File: src/rtl/matrix_scan_controller.sv
// 3-column LED matrix scanner with double-buffered frames: a new frame is only promoted to the
// displayed image at a frame boundary (or while idle), so a partial image is never shown.
module matrix_scan_controller #(
  parameter int DWELL = 1000,
  parameter int BLANK = 2
) (
  input  logic        clock,
  input  logic        reset,
  input  logic        enable,
  input  logic [20:0] frame_data,
  input  logic        frame_valid,
  output logic        frame_ready,
  output logic [2:0]  col,
  output logic [6:0]  row,
  output logic        frame_done
);

  localparam int DW = (DWELL > 1) ? $clog2(DWELL) : 1;
  localparam int BW = (BLANK > 1) ? $clog2(BLANK) : 1;
  localparam logic [DW-1:0] DWELL_LAST = DW'(DWELL - 1);
  localparam logic [BW-1:0] BLANK_LAST = BW'((BLANK > 0) ? BLANK - 1 : 0);

  typedef enum logic [1:0] {
    ST_IDLE,
    ST_BLANK,
    ST_DRIVE
  } state_t;

  state_t        state, state_nxt;
  logic [1:0]    idx, idx_nxt;
  logic [DW-1:0] dwell_cnt, dwell_nxt;
  logic [BW-1:0] blank_cnt, blank_nxt;
  logic [20:0]   active, shadow;
  logic          shadow_full;
  logic          load_active;
  state_t        after_drive;

  assign frame_ready = ~shadow_full;

  // With no blanking interval the scan goes straight from column to column.
  assign after_drive = (BLANK == 0) ? ST_DRIVE : ST_BLANK;

  always_comb begin
    state_nxt   = state;
    idx_nxt     = idx;
    dwell_nxt   = dwell_cnt;
    blank_nxt   = blank_cnt;
    load_active = 1'b0;
    col         = 3'b000;
    row         = 7'd0;
    frame_done  = 1'b0;

    case (state)
      ST_IDLE: begin
        idx_nxt     = 2'd0;
        dwell_nxt   = '0;
        blank_nxt   = '0;
        load_active = shadow_full;
        if (enable) begin
          state_nxt = after_drive;
        end
      end

      ST_BLANK: begin
        if (!enable) begin
          state_nxt = ST_IDLE;
          idx_nxt   = 2'd0;
          dwell_nxt = '0;
          blank_nxt = '0;
        end else if (blank_cnt == BLANK_LAST) begin
          blank_nxt = '0;
          state_nxt = ST_DRIVE;
        end else begin
          blank_nxt = blank_cnt + 1'b1;
        end
      end

      ST_DRIVE: begin
        col = 3'b001 << idx;
        case (idx)
          2'd0:    row = active[6:0];
          2'd1:    row = active[13:7];
          2'd2:    row = active[20:14];
          default: row = 7'd0;
        endcase

        if (!enable) begin
          state_nxt = ST_IDLE;
          idx_nxt   = 2'd0;
          dwell_nxt = '0;
          blank_nxt = '0;
        end else if (dwell_cnt == DWELL_LAST) begin
          dwell_nxt = '0;
          state_nxt = after_drive;
          if (idx == 2'd2) begin
            // Frame boundary: the only point mid-scan where the displayed image may change.
            idx_nxt     = 2'd0;
            frame_done  = 1'b1;
            load_active = shadow_full;
          end else begin
            idx_nxt = idx + 2'd1;
          end
        end else begin
          dwell_nxt = dwell_cnt + 1'b1;
        end
      end

      default: begin
        state_nxt = ST_IDLE;
        idx_nxt   = 2'd0;
        dwell_nxt = '0;
        blank_nxt = '0;
      end
    endcase
  end

  always_ff @(posedge clock) begin
    if (reset) begin
      state       <= ST_IDLE;
      idx         <= 2'd0;
      dwell_cnt   <= '0;
      blank_cnt   <= '0;
      active      <= 21'd0;
      shadow      <= 21'd0;
      shadow_full <= 1'b0;
    end else begin
      state     <= state_nxt;
      idx       <= idx_nxt;
      dwell_cnt <= dwell_nxt;
      blank_cnt <= blank_nxt;
      // Promotion and acceptance are mutually exclusive: one needs shadow_full, the other its absence.
      if (load_active) begin
        active      <= shadow;
        shadow_full <= 1'b0;
      end else if (frame_valid && !shadow_full) begin
        shadow      <= frame_data;
        shadow_full <= 1'b1;
      end
    end
  end

endmodule

File: config.mk
export PLATFORM = sky130hd
export DESIGN_NAME = matrix_scan_controller
export DESIGN_NICKNAME = d
export VERILOG_FILES = /design/src/rtl/matrix_scan_controller.sv
export SDC_FILE = /design/constraint.sdc
export NUM_CORES = 1
export LEC_CHECK = 0
export ABC_AREA = 1
export CAP_MARGIN = 20
export CORE_MARGIN = 2
export CORE_UTILIZATION = 54
export CTS_CLUSTER_DIAMETER = 60
export DETAILED_ROUTE_END_ITERATION = 6
export GPL_ROUTABILITY_DRIVEN = 0
export HOLD_SLACK_MARGIN = 0.06
export PLACE_DENSITY = 0.82
export SYNTH_ARGS = -nofsm -noshare
export SYNTH_HDL_FRONTEND = slang
export SYNTH_SLANG_ARGS = --single-unit
File: constraint.sdc
create_clock -name clock -period 2.1 [get_ports clock]
set_clock_uncertainty 0.15 [all_clocks]
set_input_delay 0.42 -clock clock [delete_from_list [all_inputs] [get_ports clock]]
set_output_delay 0.42 -clock clock [all_outputs]
set_load 0.02 [all_outputs]
==> results of run 1 <==
what timing repair did:
item / CTS / global route
resized for setup: 32 / 20
cloned: 1 / 0
pin swaps: 1 / 5
setup endpoints to repair: 11 / 10
setup buffers: 0 / 3
endpoints found under the hold margin: 0 / 0
layer usage:
layer / GRT usage, % / part of all wire [%]
met1: 29.04 / 44
met2: 37.40 / 48
met3: 6.233 / 5.2
met4: 12.53 / 2.4
met5: 0 / 0
cell families after synthesis:
family / count (synthesis)
flip-flops: 58
buffers and inverters: 69
adder cells (fa/ha/maj): 1
AO/OA/AOI/OAI: 75
AND/OR/NAND/NOR: 177
stage by stage:
stage	hold WS, ns	cells
after floorplan	0.2800	380
final	0.3036	510
after global routing	0.3229	510
after global placement	0.2898	490
after detailed placement	0.2959	490
after CTS	0.3055	507
placed cells by master, fill, tap and decap left out, types with 4 or more instances in the layout:
cell	instances
o21ai_0	24
nor2_1	40
clkdlybuf4s50_1	25
inv_1	48
a21oi_1	50
clkbuf_8	11
nor3_1	7
buf_4	23
dfxtp_2	4
nand2_1	74
nand4_1	4
dfxtp_1	54
nand3_1	34
buf_2	8
nor2_4	4
sequential cells by signal (all words and copies together) (netlist names):
register and count:
active 21, blank_cnt 1, dwell_cnt 10, idx 2
shadow 21, shadow_full 1, state 2
cell type report:
| class | instances | area share [%] |
|---|---|---|
| well taps | 67 | 2.421 |
| inverters | 53 | 5.746 |
| clock buffers | 12 | 4.481 |
| flip-flops and latches | 58 | 33.68 |
| repair buffers | 62 | 15.54 |
| multi-input cells | 254 | 35.31 |
| clock inverters | 4 | 2.819 |
worst paths after layout:
kind / endpoint / depth (start not counted)
max reg2reg: idx[0] / 11
min reg2reg: shadow[15] / 2
min: shadow[15] / 2
max: frame_done / 6
worst max-delay path, stage by stage, from the launching register on:
cell and delay, ns:
dfxtp_2 0.36, ha_4 0.16, nand2_4 0.05, nor2_4 0.12, nand4_1 0.13, nor3_1 0.19
buf_2 0.19
power by group:
group | switching [mW] | internal [mW]
clock network | 0.432 | 0.854
logic | 0.188 | 0.148
registers | 0.0353 | 1.18
total | 0.656 | 2.18
==> reports/results.tsv, run 1 <==
metric	value	unit
numCtsBuffers	9	
clkTransAtPathRegs	0.07	ns
fin_crit_sh	99.39	%
hold_class	flip-flop to flip-flop	
grt_pass1_vias	2278	
antenna_found_initial	0	
yosys-top-cells-count	75 x nand2_1, 58 x dfxtp_1, 50 x a21oi_1	
placed_cell_area	3183	um2
outcome	finished, final reports clean	
track_usage	23.46	%
cp_max_fo	3	
synth_top_family_by_area	simple AND/OR/NAND/NOR gates	
clockBufferDepth	2	
ff2ff_setup_slack	0.24	ns
area_growth	30.52	%
antenna_left	0	
final-hold-violation-count	0	
drt-total-wl	5.923	mm
async_flop_share	0	%
initial_core_util	56.16	%
drive_above_1_share	16.70	%
grt_first_pass_wirelength	9.729	mm
synth_edf_count	0	
synth-seq-area-share	43.77	%
multi_input_area	1222	um2
avgSynthCellArea	6.980	um2
n_antenna_cell	0	
first_pass_iters	4	
dp_slack	-0.2891	ns
finalWorstSetupSlack	0.01283	ns
die_w	74.09	um
drc	0	
ios	37	
dieArea	5489	um2
hold_start	shadow[15]	
r2r-start	dwell_cnt[1]	
viasPerCell	4.976	
synthXorXnorAreaFrac	0	%
p_per_area	819.1	nW/um2
ir_drop	452.7	uV
netlist_area	2653	um2
synth-seq-cells	58	
leakage	1.537	nW
std_cell_rows	25	
fin_nets	464	
htree_num_levels	3	
fin_util	73.30	%
slew_violations	0	
vias	2538	
synth_top_area_share	43.77	%
io_buffers	36	
synth.most_common_cell	nand2_1	
yosys.area_share.simple	29.81	%
synth_cells	380	
design_power_total	2.836	mW
synth.largest_area_cell	dfxtp_1	
synth_mux_area_share	0	%
rsz0062_at_grt	yes	
crit_arrival	1.52	ns
ys_types	25	
root_buffer	clkbuf_8	
cp-end-kind	output port	
critPathLaunch	dwell_cnt[1]	
n_fill_cell	390	
crit_path_start_kind	flip-flop	
core	4723	um2
avgRoutedWirePerCell	11.61	um
fmax	479.1	MHz
maxCapViolCount	0	
synthAdderAreaFrac	0.4717	%
syn-num-nets	406	
final_area	3462	um2
die_h	74.09	um
min_period	2.087	ns
synth_compound_area_share	14.25	%
gr-total-overflow	0	
clk_latency	0.33	ns
slew_headroom	72.55	%
yosysWarnings	0	
synth_area_leaders	dfxtp_1 44%, nand2_1 11%, a21oi_1 9.4%	
clock-sinks	58	
drtIter0Drc	147	
cp.required	1.53	ns
tightest_slew	0.4118	ns
grt_max_degree	44	
setup_tns	0	ns
crit_type	flip-flop to output port	
postCtsHoldBufs	0	
tritoncts	built	
setup_viol	0	
place_hpwl	3.914	mm
register_area	1166	um2
ys.flop_type	dfxtp_1	
No activity file was read; power rests on OpenSTA's default activity.
==> run 2: changes to the inputs <==
==> constraint.sdc (replaced) <==
create_clock -name clock -period 2.11 [get_ports clock]
set_clock_uncertainty 0.15 [all_clocks]
set_input_delay 0.633 -clock clock [delete_from_list [all_inputs] [get_ports clock]]
set_output_delay 0.633 -clock clock [all_outputs]
set_load 0.02 [all_outputs]
==> reports/results.tsv, run 2 (synthesis gave the netlist of run 1 again) <==
metric	value	unit	change
crit_path_start_kind	flip-flop		
slew_violations	0		unchanged
area_growth	42.03	%	
hold_slack	0.3070	ns	+0.003375 ns
antenna_left	0		unchanged
layout_commonest_cell	nand2_1		
power.net_switching	0.6920	mW	+5.5%
hold-path-cell-count	2		unchanged
initial_core_util	56.16	%	unchanged
clk_latency	0.34	ns	about the same
die_w	74.09	um	unchanged
place_hpwl	3.986	mm	+1.8%
cellInternalPower	1.942	mW	-11%
cp_max_fo	4		+1
clock-sinks	58		unchanged
fin_nets	488		+5.2%
reg2regPathDepth	12		+1
fin_crit_sh	108.7	%	
die_h	74.09	um	unchanged
ios	37		unchanged
hold_start	shadow[2]		
root_buffer	clkbuf_8		
tightest_slew	0.4116	ns	-0.0002177 ns
min_period	2.294	ns	
clkTransAtPathRegs	0.07	ns	about the same
pwr-share-comb	14.2	%	+2.4 points
pwr-share-seq	46.0	%	+3.2 points
drtIter0Drc	204		+39%
reg_top3	active (21), shadow (21), dwell_cnt (10)		
rsz0062_at_grt	yes		
clkPwrFrac	39.8	%	-5.6 points
antenna_found_initial	0		unchanged
dieArea	5489	um2	unchanged
final_cell_mix	61 x nand2_1, 54 x dfxtp_1, 50 x a21oi_1, 43 x inv_1, 41 x buf_4		
grt_first_pass_wirelength	10.69	mm	+9.9%
holdPathEnd	shadow[2]		
tritoncts	built		
first_pass_iters	5		+1
io_buffers	36		unchanged
outcome	complete, but fails checks		
cp.required	1.33	ns	-0.20 ns
final-hold-violation-count	0		unchanged
drive_above_1_share	26.98	%	+10 points
cp-end-kind	output port		
std_cell_rows	25		unchanged
r2r_end	active[11]		
avgRoutedWirePerCell	13.23	um	+14%
r2r-start	idx[0]		
gr-total-overflow	0		unchanged
p_per_area	699.2	nW/um2	-15%
slew_headroom	72.56	%	about the same
track_usage	25.76	%	+2.3 points
dp_cells	506		+3.3%
maxCapViolCount	0		unchanged
design_power_total	2.634	mW	-7.1%
final_cells	534		+4.7%
swShare	26.27	%	+3.1 points
htree_num_levels	3		unchanged
fmax	435.8	MHz	
core	4723	um2	unchanged
crit_arrival	1.51	ns	about the same
vias	2767		+9.0%
drt-total-wl	7.065	mm	+19%
ir_drop	562.3	uV	+24%
finalWorstSetupSlack	-0.1844	ns	-0.1973 ns
viasPerCell	5.182		+4.1%
leakage	1.737	nW	+13%
n_antenna_cell	0		unchanged
drc	0		unchanged
numCtsBuffers	9		unchanged
grt_max_degree	45		+2.3%
violations	setup timing		
clockBufferDepth	2		unchanged
grt_pass1_vias	2401		+5.4%
crit_type	flip-flop to output port		
hold_class	flip-flop to flip-flop		
setup_viol	8		+8
ff2ff_setup_slack	0.25	ns	about the same
==> run 2: cell types whose count changed in the layout (fill, tap and decap cells not counted), sizes merged <==
cell	change
bufinv	-2
clkdlybuf4s50	-2
dlygate4sd2	+1
clkdlybuf4s15	-1
clkbuf	-2
buf	+27
clkinv	+3
==> run 2: cell type report <==
type,count,area (um2)
Multi-Input combinational cell,254,1310
Sequential cell,58,1171
Fill cell,307,955.9
Timing Repair Buffer,86,794.5
Inverter,53,203.9
Clock buffer,11,151.4
Tap cell,67,83.83
Clock inverter,5,52.55
==> run 2: metrics by stage <==
stage / worst slack [ns] / area (um2) / utilization (%) / setup TNS [ns]
2_1_floorplan: 0.01005 / 2653 / - / 0
3_3_place_gp: -0.6726 / 3316 / 70.20 / -6.262
3_5_place_dp: -0.6904 / 3316 / 70.20 / -7.088
4_1_cts: -0.2038 / 3681 / 77.93 / -0.7653
5_1_grt: -0.2406 / 3767 / 79.76 / -1.483
6_report: -0.1844 / 3767 / 79.76 / -1.013
==> run 2: what timing repair did <==
action / in CTS / in global routing
setup buffers: 10 / 1
cloned: 1 / 0
endpoints found under the setup margin: 12 / 10
resized for setup: 90 / 26
pin swaps: 12 / 15
hold buffers: 0 / 0
endpoints found under the hold margin: 0 / 0
==> run 2: worst max-delay path by stage <==
stage | end | slack [ns] | startpoint
floorplan | frame_done | 0.01 | dwell_cnt[0]
global placement | frame_done | -0.67 | enable
detailed placement | frame_done | -0.69 | enable
CTS | frame_done | -0.20 | dwell_cnt[1]
global route | row[3] | -0.24 | idx[1]
finish | row[3] | -0.18 | idx[1]
==> run 2: critical path, cell delays in order (launching register included) <==
cell     delay [ns]
dfxtp_4        0.40
inv_4          0.06
nor2_4         0.19
buf_6          0.14
nand2_4        0.05
nand3_2        0.06
nand2_1        0.07
inv_1          0.09
buf_6          0.12
==> run 2: routing by layer <==
| layer | vias up | wire [um] | track usage [%] |
|---|---|---|---|
| met5 | - | 0 | 0 |
| met4 | 0 | 255 | 13.74 |
| met3 | 21 | 464 | 4.878 |
| met2 | 129 | 3528 | 43.55 |
| met1 | 1238 | 2817 | 30.98 |
| li1 | 1379 | - | - |
==> run 2: power by group through the flow <==
stage	combinational (mW)	clock, mW	sequential [mW]
2_1_floorplan	0.236	0	1.22
3_3_place_gp	0.343	0	1.23
3_5_place_dp	0.351	0	1.23
4_1_cts	0.360	1.05	1.21
5_1_grt	0.415	1.09	1.22
6_report	0.375	1.05	1.21
